$ cat src/rtl/mem_port_sched_pkg.sv
`default_nettype none
// ============================================================================
// Package  : mem_port_sched_pkg
// Brief    : Shared request/response types and helpers for the memory port scheduler.
// Revision : 1.0
// ============================================================================
package mem_port_sched_pkg;

    localparam int c_N_REQ = 2;
    localparam int c_ID_W  = (c_N_REQ > 1) ? $clog2(c_N_REQ) : 1;

    typedef logic [31:0]       gpreg;
    typedef logic [c_ID_W-1:0] mem_id_t;

    typedef struct packed {
        logic [31:0] a;
        logic        we;
        logic [3:0]  be;
        gpreg        d;
    } mem_req_t;

    function automatic int wrap_inc(input int value, input int modulus);
        return (value + 1 >= modulus) ? 0 : value + 1;
    endfunction

endpackage
`default_nettype wire

$ cat src/rtl/mem_port_sched_if.sv
`default_nettype none
// ============================================================================
// Interface : mem_port_sched_if
// Brief     : Requester-side and memory-side handshakes of the port scheduler.
// Revision  : 1.0
// ============================================================================
interface mem_port_sched_if
    import mem_port_sched_pkg::*;
#(
    parameter int N_REQ = c_N_REQ
) ();

    logic     [N_REQ-1:0] req_valid;
    logic     [N_REQ-1:0] req_ready;
    mem_req_t [N_REQ-1:0] req_data;
    logic     [N_REQ-1:0] resp_valid;
    logic     [N_REQ-1:0] resp_ready;
    gpreg     [N_REQ-1:0] resp_data;
    logic     [N_REQ-1:0] flush;

    logic     mem_req_valid;
    logic     mem_req_ready;
    mem_req_t mem_req_data;
    logic     mem_resp_valid;
    logic     mem_resp_ready;
    gpreg     mem_resp_data;

    modport slave (
        input  req_valid, req_data, resp_ready, flush,
        input  mem_req_ready, mem_resp_valid, mem_resp_data,
        output req_ready, resp_valid, resp_data,
        output mem_req_valid, mem_req_data, mem_resp_ready
    );

    modport master (
        output req_valid, req_data, resp_ready, flush,
        output mem_req_ready, mem_resp_valid, mem_resp_data,
        input  req_ready, resp_valid, resp_data,
        input  mem_req_valid, mem_req_data, mem_resp_ready
    );

endinterface
`default_nettype wire

$ cat src/rtl/mem_port_sched_inflight_id_fifo.sv
`default_nettype none
// ============================================================================
// Module   : mem_port_sched_inflight_id_fifo
// Brief    : Sync FIFO of {id, discard} with a broadcast mark-discard-by-id port.
// Revision : 1.0
// ============================================================================
module mem_port_sched_inflight_id_fifo
    import mem_port_sched_pkg::*;
#(
    parameter int DEPTH = 2,
    parameter int ID_W  = 1,
    parameter int N_REQ = 2
) (
    input  logic             clk,
    input  logic             rst,
    input  logic             push,
    input  logic [ID_W-1:0]  push_id,
    input  logic             push_discard,
    input  logic             pop,
    input  logic [N_REQ-1:0] mark_mask,
    output logic             full,
    output logic             empty,
    output logic [ID_W-1:0]  head_id,
    output logic             head_discard
);

    localparam int c_PTR_W = (DEPTH > 1) ? $clog2(DEPTH) : 1;
    localparam int c_CNT_W = $clog2(DEPTH) + 1;

    logic [DEPTH-1:0][ID_W-1:0] r_id;
    logic [DEPTH-1:0]           r_disc;
    logic [c_PTR_W-1:0]         r_wr;
    logic [c_PTR_W-1:0]         r_rd;
    logic [c_CNT_W-1:0]         r_cnt;
    logic                       w_push;
    logic                       w_pop;

    assign full         = (r_cnt == c_CNT_W'(DEPTH));
    assign empty        = (r_cnt == '0);
    assign head_id      = r_id[r_rd];
    assign head_discard = r_disc[r_rd];
    assign w_push       = push && !full;
    assign w_pop        = pop && !empty;

    always_ff @(posedge clk) begin
        if (!rst) begin
            r_id   <= '0;
            r_disc <= '0;
            r_wr   <= '0;
            r_rd   <= '0;
            r_cnt  <= '0;
        end else begin
            // A freshly pushed slot takes push_discard, overriding any mark on stale contents.
            for (int e = 0; e < DEPTH; e++) begin
                if (mark_mask[r_id[e]]) begin
                    r_disc[e] <= 1'b1;
                end
            end
            if (w_push) begin
                r_id[r_wr]   <= push_id;
                r_disc[r_wr] <= push_discard;
                r_wr         <= c_PTR_W'(wrap_inc(int'(r_wr), DEPTH));
            end
            if (w_pop) begin
                r_rd <= c_PTR_W'(wrap_inc(int'(r_rd), DEPTH));
            end
            if (w_push && !w_pop) begin
                r_cnt <= r_cnt + 1'b1;
            end else if (!w_push && w_pop) begin
                r_cnt <= r_cnt - 1'b1;
            end
        end
    end

endmodule
`default_nettype wire

$ cat src/rtl/mem_port_sched.sv
`default_nettype none
// ============================================================================
// Module   : mem_port_sched
// Brief    : Round-robin share of one memory port with in-order response routing.
// Revision : 1.0
// ============================================================================
module mem_port_sched
    import mem_port_sched_pkg::*;
#(
    parameter int N_REQ           = c_N_REQ,
    parameter int MAX_OUTSTANDING = 2,
    parameter int ID_W            = (N_REQ > 1) ? $clog2(N_REQ) : 1
) (
    input  logic            clk,
    input  logic            rst,
    mem_port_sched_if.slave bus
);

    logic [ID_W-1:0]  r_rr;
    logic [ID_W-1:0]  r_grant;
    logic             r_lock;
    logic             r_lock_flush;
    mem_req_t         r_held;

    logic [ID_W-1:0]  w_grant;
    logic [ID_W-1:0]  w_cand;
    logic             w_found;
    logic             w_full;
    logic             w_empty;
    logic [ID_W-1:0]  w_head_id;
    logic             w_head_disc;
    logic             w_mem_req_valid;
    mem_req_t         w_mem_req_data;
    logic             w_hs;
    logic             w_pop;
    logic             w_push_disc;
    logic [N_REQ-1:0] w_req_ready;
    logic [N_REQ-1:0] w_resp_valid;
    logic             w_mem_resp_ready;

    always_comb begin
        w_grant = r_rr;
        w_cand  = r_rr;
        w_found = 1'b0;
        if (r_lock) begin
            w_grant = r_grant;
            w_found = 1'b1;
        end else begin
            for (int k = 0; k < N_REQ; k++) begin
                w_cand = ID_W'((int'(r_rr) + k) % N_REQ);
                if (!w_found && bus.req_valid[w_cand]) begin
                    w_grant = w_cand;
                    w_found = 1'b1;
                end
            end
        end
    end

    // Once stalled, the latched request is replayed untouched even if its owner is flushed.
    assign w_mem_req_valid = rst && (r_lock || (w_found && !w_full && !bus.flush[w_grant]));
    assign w_mem_req_data  = r_lock ? r_held : bus.req_data[w_grant];
    assign w_hs            = w_mem_req_valid && bus.mem_req_ready;
    assign w_push_disc     = bus.flush[w_grant] || r_lock_flush;
    assign w_pop           = bus.mem_resp_valid && w_mem_resp_ready;

    always_comb begin
        w_req_ready = '0;
        for (int i = 0; i < N_REQ; i++) begin
            w_req_ready[i] = rst && (w_grant == ID_W'(i)) && bus.mem_req_ready
                             && !w_full && !bus.flush[i];
        end
    end

    always_comb begin
        w_resp_valid     = '0;
        w_mem_resp_ready = 1'b0;
        if (rst && !w_empty) begin
            if (w_head_disc || bus.flush[w_head_id]) begin
                w_mem_resp_ready = 1'b1;
            end else begin
                w_resp_valid[w_head_id] = bus.mem_resp_valid;
                w_mem_resp_ready        = bus.resp_ready[w_head_id];
            end
        end
    end

    assign bus.mem_req_valid  = w_mem_req_valid;
    assign bus.mem_req_data   = w_mem_req_data;
    assign bus.req_ready      = w_req_ready;
    assign bus.resp_valid     = w_resp_valid;
    assign bus.mem_resp_ready = w_mem_resp_ready;
    assign bus.resp_data      = {N_REQ{bus.mem_resp_data}};

    always_ff @(posedge clk) begin
        if (!rst) begin
            r_rr         <= '0;
            r_grant      <= '0;
            r_lock       <= 1'b0;
            r_lock_flush <= 1'b0;
            r_held       <= '0;
        end else if (w_hs) begin
            r_rr         <= ID_W'(wrap_inc(int'(w_grant), N_REQ));
            r_lock       <= 1'b0;
            r_lock_flush <= 1'b0;
        end else if (w_mem_req_valid) begin
            r_lock  <= 1'b1;
            r_grant <= w_grant;
            r_held  <= w_mem_req_data;
            if (bus.flush[w_grant]) begin
                r_lock_flush <= 1'b1;
            end
        end
    end

    mem_port_sched_inflight_id_fifo #(
        .DEPTH (MAX_OUTSTANDING),
        .ID_W  (ID_W),
        .N_REQ (N_REQ)
    ) u_fifo (
        .clk          (clk),
        .rst          (rst),
        .push         (w_hs),
        .push_id      (w_grant),
        .push_discard (w_push_disc),
        .pop          (w_pop),
        .mark_mask    (bus.flush),
        .full         (w_full),
        .empty        (w_empty),
        .head_id      (w_head_id),
        .head_discard (w_head_disc)
    );

    a_no_resp_when_empty: assert property (@(posedge clk) disable iff (!rst)
        !(bus.mem_resp_valid && w_empty));

endmodule
`default_nettype wire

$ cat src/flat_wrapper.sv
// flat-port wrapper written by rule: the top's interface ports become plain ports
module mem_port_sched_flat import mem_port_sched_pkg::*;
#(
    parameter int N_REQ           = c_N_REQ,
    parameter int MAX_OUTSTANDING = 2,
    parameter int ID_W            = (N_REQ > 1) ? $clog2(N_REQ) : 1
)
  (clk, rst, bus_req_valid, bus_req_data, bus_resp_ready, bus_flush, bus_mem_req_ready, bus_mem_resp_valid, bus_mem_resp_data, bus_req_ready, bus_resp_valid, bus_resp_data, bus_mem_req_valid, bus_mem_req_data, bus_mem_resp_ready);
  mem_port_sched_if #(.N_REQ(N_REQ)) bus_i ();
  input  logic clk;
  input  logic rst;
  input wire logic [$bits(bus_i.req_valid)-1:0] bus_req_valid;
  input wire logic [$bits(bus_i.req_data)-1:0] bus_req_data;
  input wire logic [$bits(bus_i.resp_ready)-1:0] bus_resp_ready;
  input wire logic [$bits(bus_i.flush)-1:0] bus_flush;
  input wire logic [$bits(bus_i.mem_req_ready)-1:0] bus_mem_req_ready;
  input wire logic [$bits(bus_i.mem_resp_valid)-1:0] bus_mem_resp_valid;
  input wire logic [$bits(bus_i.mem_resp_data)-1:0] bus_mem_resp_data;
  output wire logic [$bits(bus_i.req_ready)-1:0] bus_req_ready;
  output wire logic [$bits(bus_i.resp_valid)-1:0] bus_resp_valid;
  output wire logic [$bits(bus_i.resp_data)-1:0] bus_resp_data;
  output wire logic [$bits(bus_i.mem_req_valid)-1:0] bus_mem_req_valid;
  output wire logic [$bits(bus_i.mem_req_data)-1:0] bus_mem_req_data;
  output wire logic [$bits(bus_i.mem_resp_ready)-1:0] bus_mem_resp_ready;
  assign bus_i.req_valid = bus_req_valid;
  assign bus_i.req_data = bus_req_data;
  assign bus_i.resp_ready = bus_resp_ready;
  assign bus_i.flush = bus_flush;
  assign bus_i.mem_req_ready = bus_mem_req_ready;
  assign bus_i.mem_resp_valid = bus_mem_resp_valid;
  assign bus_i.mem_resp_data = bus_mem_resp_data;
  assign bus_req_ready = bus_i.req_ready;
  assign bus_resp_valid = bus_i.resp_valid;
  assign bus_resp_data = bus_i.resp_data;
  assign bus_mem_req_valid = bus_i.mem_req_valid;
  assign bus_mem_req_data = bus_i.mem_req_data;
  assign bus_mem_resp_ready = bus_i.mem_resp_ready;
  mem_port_sched #(.N_REQ(N_REQ), .MAX_OUTSTANDING(MAX_OUTSTANDING), .ID_W(ID_W)) u_core (.clk(clk), .rst(rst), .bus(bus_i));
endmodule
$ cat config.mk
export PLATFORM = sky130hd
export DESIGN_NAME = mem_port_sched_flat
export DESIGN_NICKNAME = d
export VERILOG_FILES = /design/src/rtl/mem_port_sched_pkg.sv /design/src/rtl/mem_port_sched_if.sv /design/src/rtl/mem_port_sched_inflight_id_fifo.sv /design/src/rtl/mem_port_sched.sv /design/src/flat_wrapper.sv
export SDC_FILE = /design/constraint.sdc
export NUM_CORES = 1
export LEC_CHECK = 0
export CAP_MARGIN = 10
export CORE_AREA = 2 2 125 127
export CTS_CLUSTER_DIAMETER = 80
export CTS_CLUSTER_SIZE = 28
export DETAILED_ROUTE_END_ITERATION = 6
export DIE_AREA = 0 0 127 129
export HOLD_SLACK_MARGIN = 0.02
export PLACE_DENSITY = 0.85
export SYNTH_ARGS = -nofsm -noshare
export SYNTH_HDL_FRONTEND = slang
export SYNTH_SLANG_ARGS = --single-unit
export TNS_END_PERCENT = 100
$ cat constraint.sdc
create_clock -name clk -period 6.4 [get_ports clk]
set_input_delay 1.28 -clock clk [delete_from_list [all_inputs] [get_ports clk]]
set_output_delay 1.28 -clock clk [all_outputs]
set_load 0.01 [all_outputs]
Word-level counts from Yosys, hierarchy flattened --
Index checks and enable logic that the tools add are counted.
Word-level totals: word-level logic and storage cells 122, output and inout bits 139, bits in registers 81
Cells by class: order comparisons 13, eq/ne operators 1, reductions and logical operators 37, add/subtract/negate cells 6, bitwise logic cells 4, muxes and demuxes 47
Operators with widths (number):
- $mux W69 | 3
- $mux W1 | 35
- $logic_and A1 B1 Y1 | 21
- $lt A1 B2 Y1 const B | 8
- $mux W2 | 5
- $logic_not A1 Y1 | 8
- $add A1 B1 Y2 const B | 3
- $ge A2 B2 Y1 const B | 3
- $bwmux W2 | 2
- $reduce_and A2 Y1 | 2
- $logic_or A1 B1 Y1 | 3
- $not A1 Y1 | 3
- $add A2 B1 Y2 const B | 1
- $and A2 B2 Y2 | 1
- $demux W1 S1 | 2
- $eq A2 B2 Y1 const B | 1
- $ge A1 B1 Y1 const B | 2
- $logic_not A2 Y1 | 1
- $reduce_bool A2 Y1 | 1
- $reduce_or A2 Y1 | 1
- $sub A2 B1 Y2 const B | 1
- $add A1 B1 Y1 const B | 1

Longest topological paths before layout --
depth in word-level cells 20, mapped depth 13, depth with buffers taken out 10

By module --
Synthesis repeated with hierarchy kept, for this count alone.
Second synthesis, totals: cell total of the unflattened synthesis 606, area total of the unflattened synthesis 5337.6 um^2
Modules (own cells, without submodules):
- mem_port_sched | seq. area each 1461.4 um^2, times used 1, cells an instance 562, area each 4931.0 um^2
- mem_port_sched_inflight_id_fifo | seq. area each 160.2 um^2, times used 1, cells an instance 44, area each 406.6 um^2

Least setup slack after synthesis --
OpenSTA, ideal clock, no wires.
kind input-to-output, start point input port bus_req_valid[1], end point output port bus_mem_req_valid, required time 5.120 ns, slack 2.705 ns, stages 8, data arrival time 2.415 ns, cells stage by stage nor2b_1 -> o211ai_1 -> buf_4 -> nand3_2 -> a21oi_4 -> buf_4 -> nor2_1 -> nor2b_1
Between the ends: longest elaborated chain between the ends 14, elaborated cells between the ends (all ways) 19, classes of those cells mux: 12; reduce/logical: 7
Ends and longest elaborated chain:
- from (decl) | line flat_wrapper.sv:12 | input wire logic [$bits(bus_i.req_valid)-1:0] bus_req_valid;
- $mux W1 (implied by the code) (2 in a row) | line mem_port_sched.sv:51 | if (!w_found && bus.req_valid[w_cand]) begin
- $mux W1 | line mem_port_sched.sv:51
- $mux W1 | line mem_port_sched.sv:45 | if (r_lock) begin
- $logic_not A1 Y1 | line mem_port_sched.sv:51
- $logic_and A1 B1 Y1 | line mem_port_sched.sv:51
- $mux W1 | line mem_port_sched.sv:51
- $mux W1 | line mem_port_sched.sv:45
- $mux W1 (implied by the code) (2 in a row) | line mem_port_sched.sv:60 | assign w_mem_req_valid = rst && (r_lock || (w_found && !w_full && !bus.flush[w_grant]));
- $logic_not A1 Y1 | line mem_port_sched.sv:60
- $logic_and A1 B1 Y1 * | line mem_port_sched.sv:60
- $logic_or A1 B1 Y1 * | line mem_port_sched.sv:60
- $logic_and A1 B1 Y1 * | line mem_port_sched.sv:60
- to (decl) | line flat_wrapper.sv:22 | output wire logic [$bits(bus_i.mem_req_valid)-1:0] bus_mem_req_valid;
Mark *: on every way between the ends. The rest lies on a longest branch, timed or not. The select of a mux whose other input is x is not followed.

Final worst setup path --
Same ends and word-level chain as after synthesis.

==> metrics <==
status=finished, final reports clean; Num CTS Buffers=9; Synth area leaders=dfxtp_1, mux2i_1, buf_4; starting density of the core=a little over a third; Top Family by Delay on Critical Path=buffers and inverters; Hold Fails Final Rpt=0; Synth Register Bits=81; FP Rows=between 40 and 50; CP max stage delay=~0.55 ns; Hold-fix buffers, CTS=0; RSZ-0062 raised after global routing=false; critical path data arrival time=between 3 and 4 ns; synth cell count leaders=nand2_1, o21ai_1, dfxtp_1; Synth area leader=dfxtp_1; top cell type's share of synthesized area=30.24%; synthesized area=approximately 5400 um^2; final WL=between 15 and 20 mm; routability cong.=approximately 0.75; Mapped Cells=699; Clock transition at path regs=0.06 ns; Max FO, Critical Path=73; number of I/O pins=approximately 320; largest vdd supply drop=143.3 uV; routed vias=5163; leak pwr=2.837 nW; clock buffer depth=2; ANT cells=0; slowest CP cell=clkdlybuf4s50_1; most common flop cell mapped by yosys=dfxtp_1; Max Clock Freq=199.4 MHz; number of maximum-capacitance violations=0; Post-DP HPWL=approximately 11 mm; CP Capture Type=primary output; drt wl/cell=around 15 um; vias in the first global route=about 4600; Nets=between 900 and 1000; crit path cell chain=clkdlybuf4s50_1, nor2b_1, o211ai_1, buf_12, nand3_2, a21oi_4, nor2_1, nor2b_1, clkdlybuf4s50_1; CP Launch Type=input pin; Design Area, Final=about 7400 um^2; dpl cell area=around 7000 um^2; die span in x=around 130 um; crit path time final=roughly 5 ns; Clock Latency Late Sink=0.34 ns; 1st-iter DRT viols=about 260; vias per cell=~5.2; Power Total=around 1.7 mW; Hold Path Class=reg2reg; first-pass GRT wire length=23.56 mm; number of synthesized flops with an enable pin=0; drt drc=0; critical path class=in2out; synth-to-layout area growth=37.42%; fin util=between 40 and 50%; Syn Nets=between 800 and 900; most frequent cell after synthesis=nand2_1; Ys Warns=0; CTS root buffer=clkbuf_16; Die ar.=roughly 16000 um^2; Worst Skew=0.005843 ns; drt first pass iters=4; Req. time, crit path=just over 5 ns; initial antenna violation count=0; pwr dens=roughly 230 nW/um^2; Tightest Pin Transition=roughly 0.96 ns; clock sinks=between 80 and 90; Setup Buffers After CTS=0; Distinct cells, synth=33; largest net degree at the start of global routing=~110; die height=approximately 130 um; CTS tree=built; post_cts resized=0; htree depth=3; ANT nets after route=0; Max-slew headroom=~36%; average size of a mapped cell=between 7 and 8 um^2; core area=roughly 15000 um^2; share of layout cells above drive strength 1=4.054%; overall fraction of global-route tracks in use=between 15 and 20%; setup tns final=0 ns; Max Slew Vio Count=0; Worst Path Buf+Inv=3; Post-synth ARST share=0%; Seq/Total Area, Yosys=a little under a third; Setup Viol. Count Final=0; GRT Residual Overflow=0; post-route clock period utilization=around four fifths; I/O Buffers=roughly 220
[path summary, 6_finish.rpt]
check	from	endpoint	slack (ns)	cells after the start
max	bus_req_valid[1]	bus_mem_req_valid	1.39	9
min	u_core.r_held[62]	u_core.r_held[62]	0.45	2
max reg2reg	u_core.r_rr	u_core.r_held[1]	3.06	8
min reg2reg	u_core.r_held[62]	u_core.r_held[62]	0.45	2
[layout make-up]
type	instances	area [um^2]
fillers	1429	7607
clock buffers	12	256.5
inverters	4	15.01
flip-flops and latches	81	1625
well taps	188	235.2
multi-input cells	484	2880
clock inverters	4	75.07
repair buffers	229	2282
[worst register-to-register path, cell delays in order (launching register included)]
cell and delay, ns:
dfxtp_1 0.32, o211ai_1 0.27, buf_12 0.46, nand3_2 0.22
a21oi_4 0.18, buf_4 0.67, o21a_2 0.25, buf_4 0.60
o21ai_1 0.22
[per-layer routing]
metal	track usage (%)	up-vias	wire, um
li1	-	2597	-
met1	19.76	2341	5990
met2	31.69	201	7538
met3	6.486	24	1220
met4	6.529	0	432
met5	0	-	0
[cells in the final DEF (no fill, tap or decap), drive strengths merged, types with 4 or more instances in the layout]
cell and instances:
a21oi 4, and2 4, buf 8, clkbuf 12
clkdlybuf4s50 221, dfxtp 81, inv 4, mux2i 76
nand2 149, nand3 4, nor2 8, o211ai 73
o21ai 145
[logic make-up (layout without fill, tap and decap cells)]
logic type | Yosys count | in the layout | synth area share (%)
AOI/OAI and AO/OA | 226 | 226 | 25.01
xor gates and xnor gates | 3 | 3 | 0.4901
adders and majority gates | 1 | 1 | 0.2333
buffers and inverters | 134 | 249 | 16.22
DFF | 81 | 81 | 30.24
muxes | 78 | 78 | 14.61
and+or+nand+nor | 176 | 176 | 13.21
[flip-flops by register name, summed over array words and instances (netlist names)]
| register | flops |
|---|---|
| u_core.r_grant | 1 |
| u_core.r_held | 69 |
| u_core.r_lock | 1 |
| u_core.r_lock_flush | 1 |
| u_core.r_rr | 1 |
| u_core.u_fifo.r_cnt | 2 |
| u_core.u_fifo.r_disc | 2 |
| u_core.u_fifo.r_id | 2 |
| u_core.u_fifo.r_rd | 1 |
| u_core.u_fifo.r_wr | 1 |
[report_power, final]
part           internal, mW  switching [mW]  leakage, nW
clock                 0.363           0.201        0.155
sequential            0.550          0.0248        0.662
combinational         0.279           0.253         2.02
total                  1.19           0.479         2.84
[through the flow]
step	hold WS (ns)	setup WS [ns]	instances
6_report	0.4453	1.385	1002
5_1_grt	0.4639	1.201	1002
4_1_cts	0.4487	1.363	1002
3_5_place_dp	0.4406	1.367	986
3_3_place_gp	0.4352	1.416	986
2_1_floorplan	0.4284	2.705	699
Note: power is estimated with default switching activity, not from simulation.
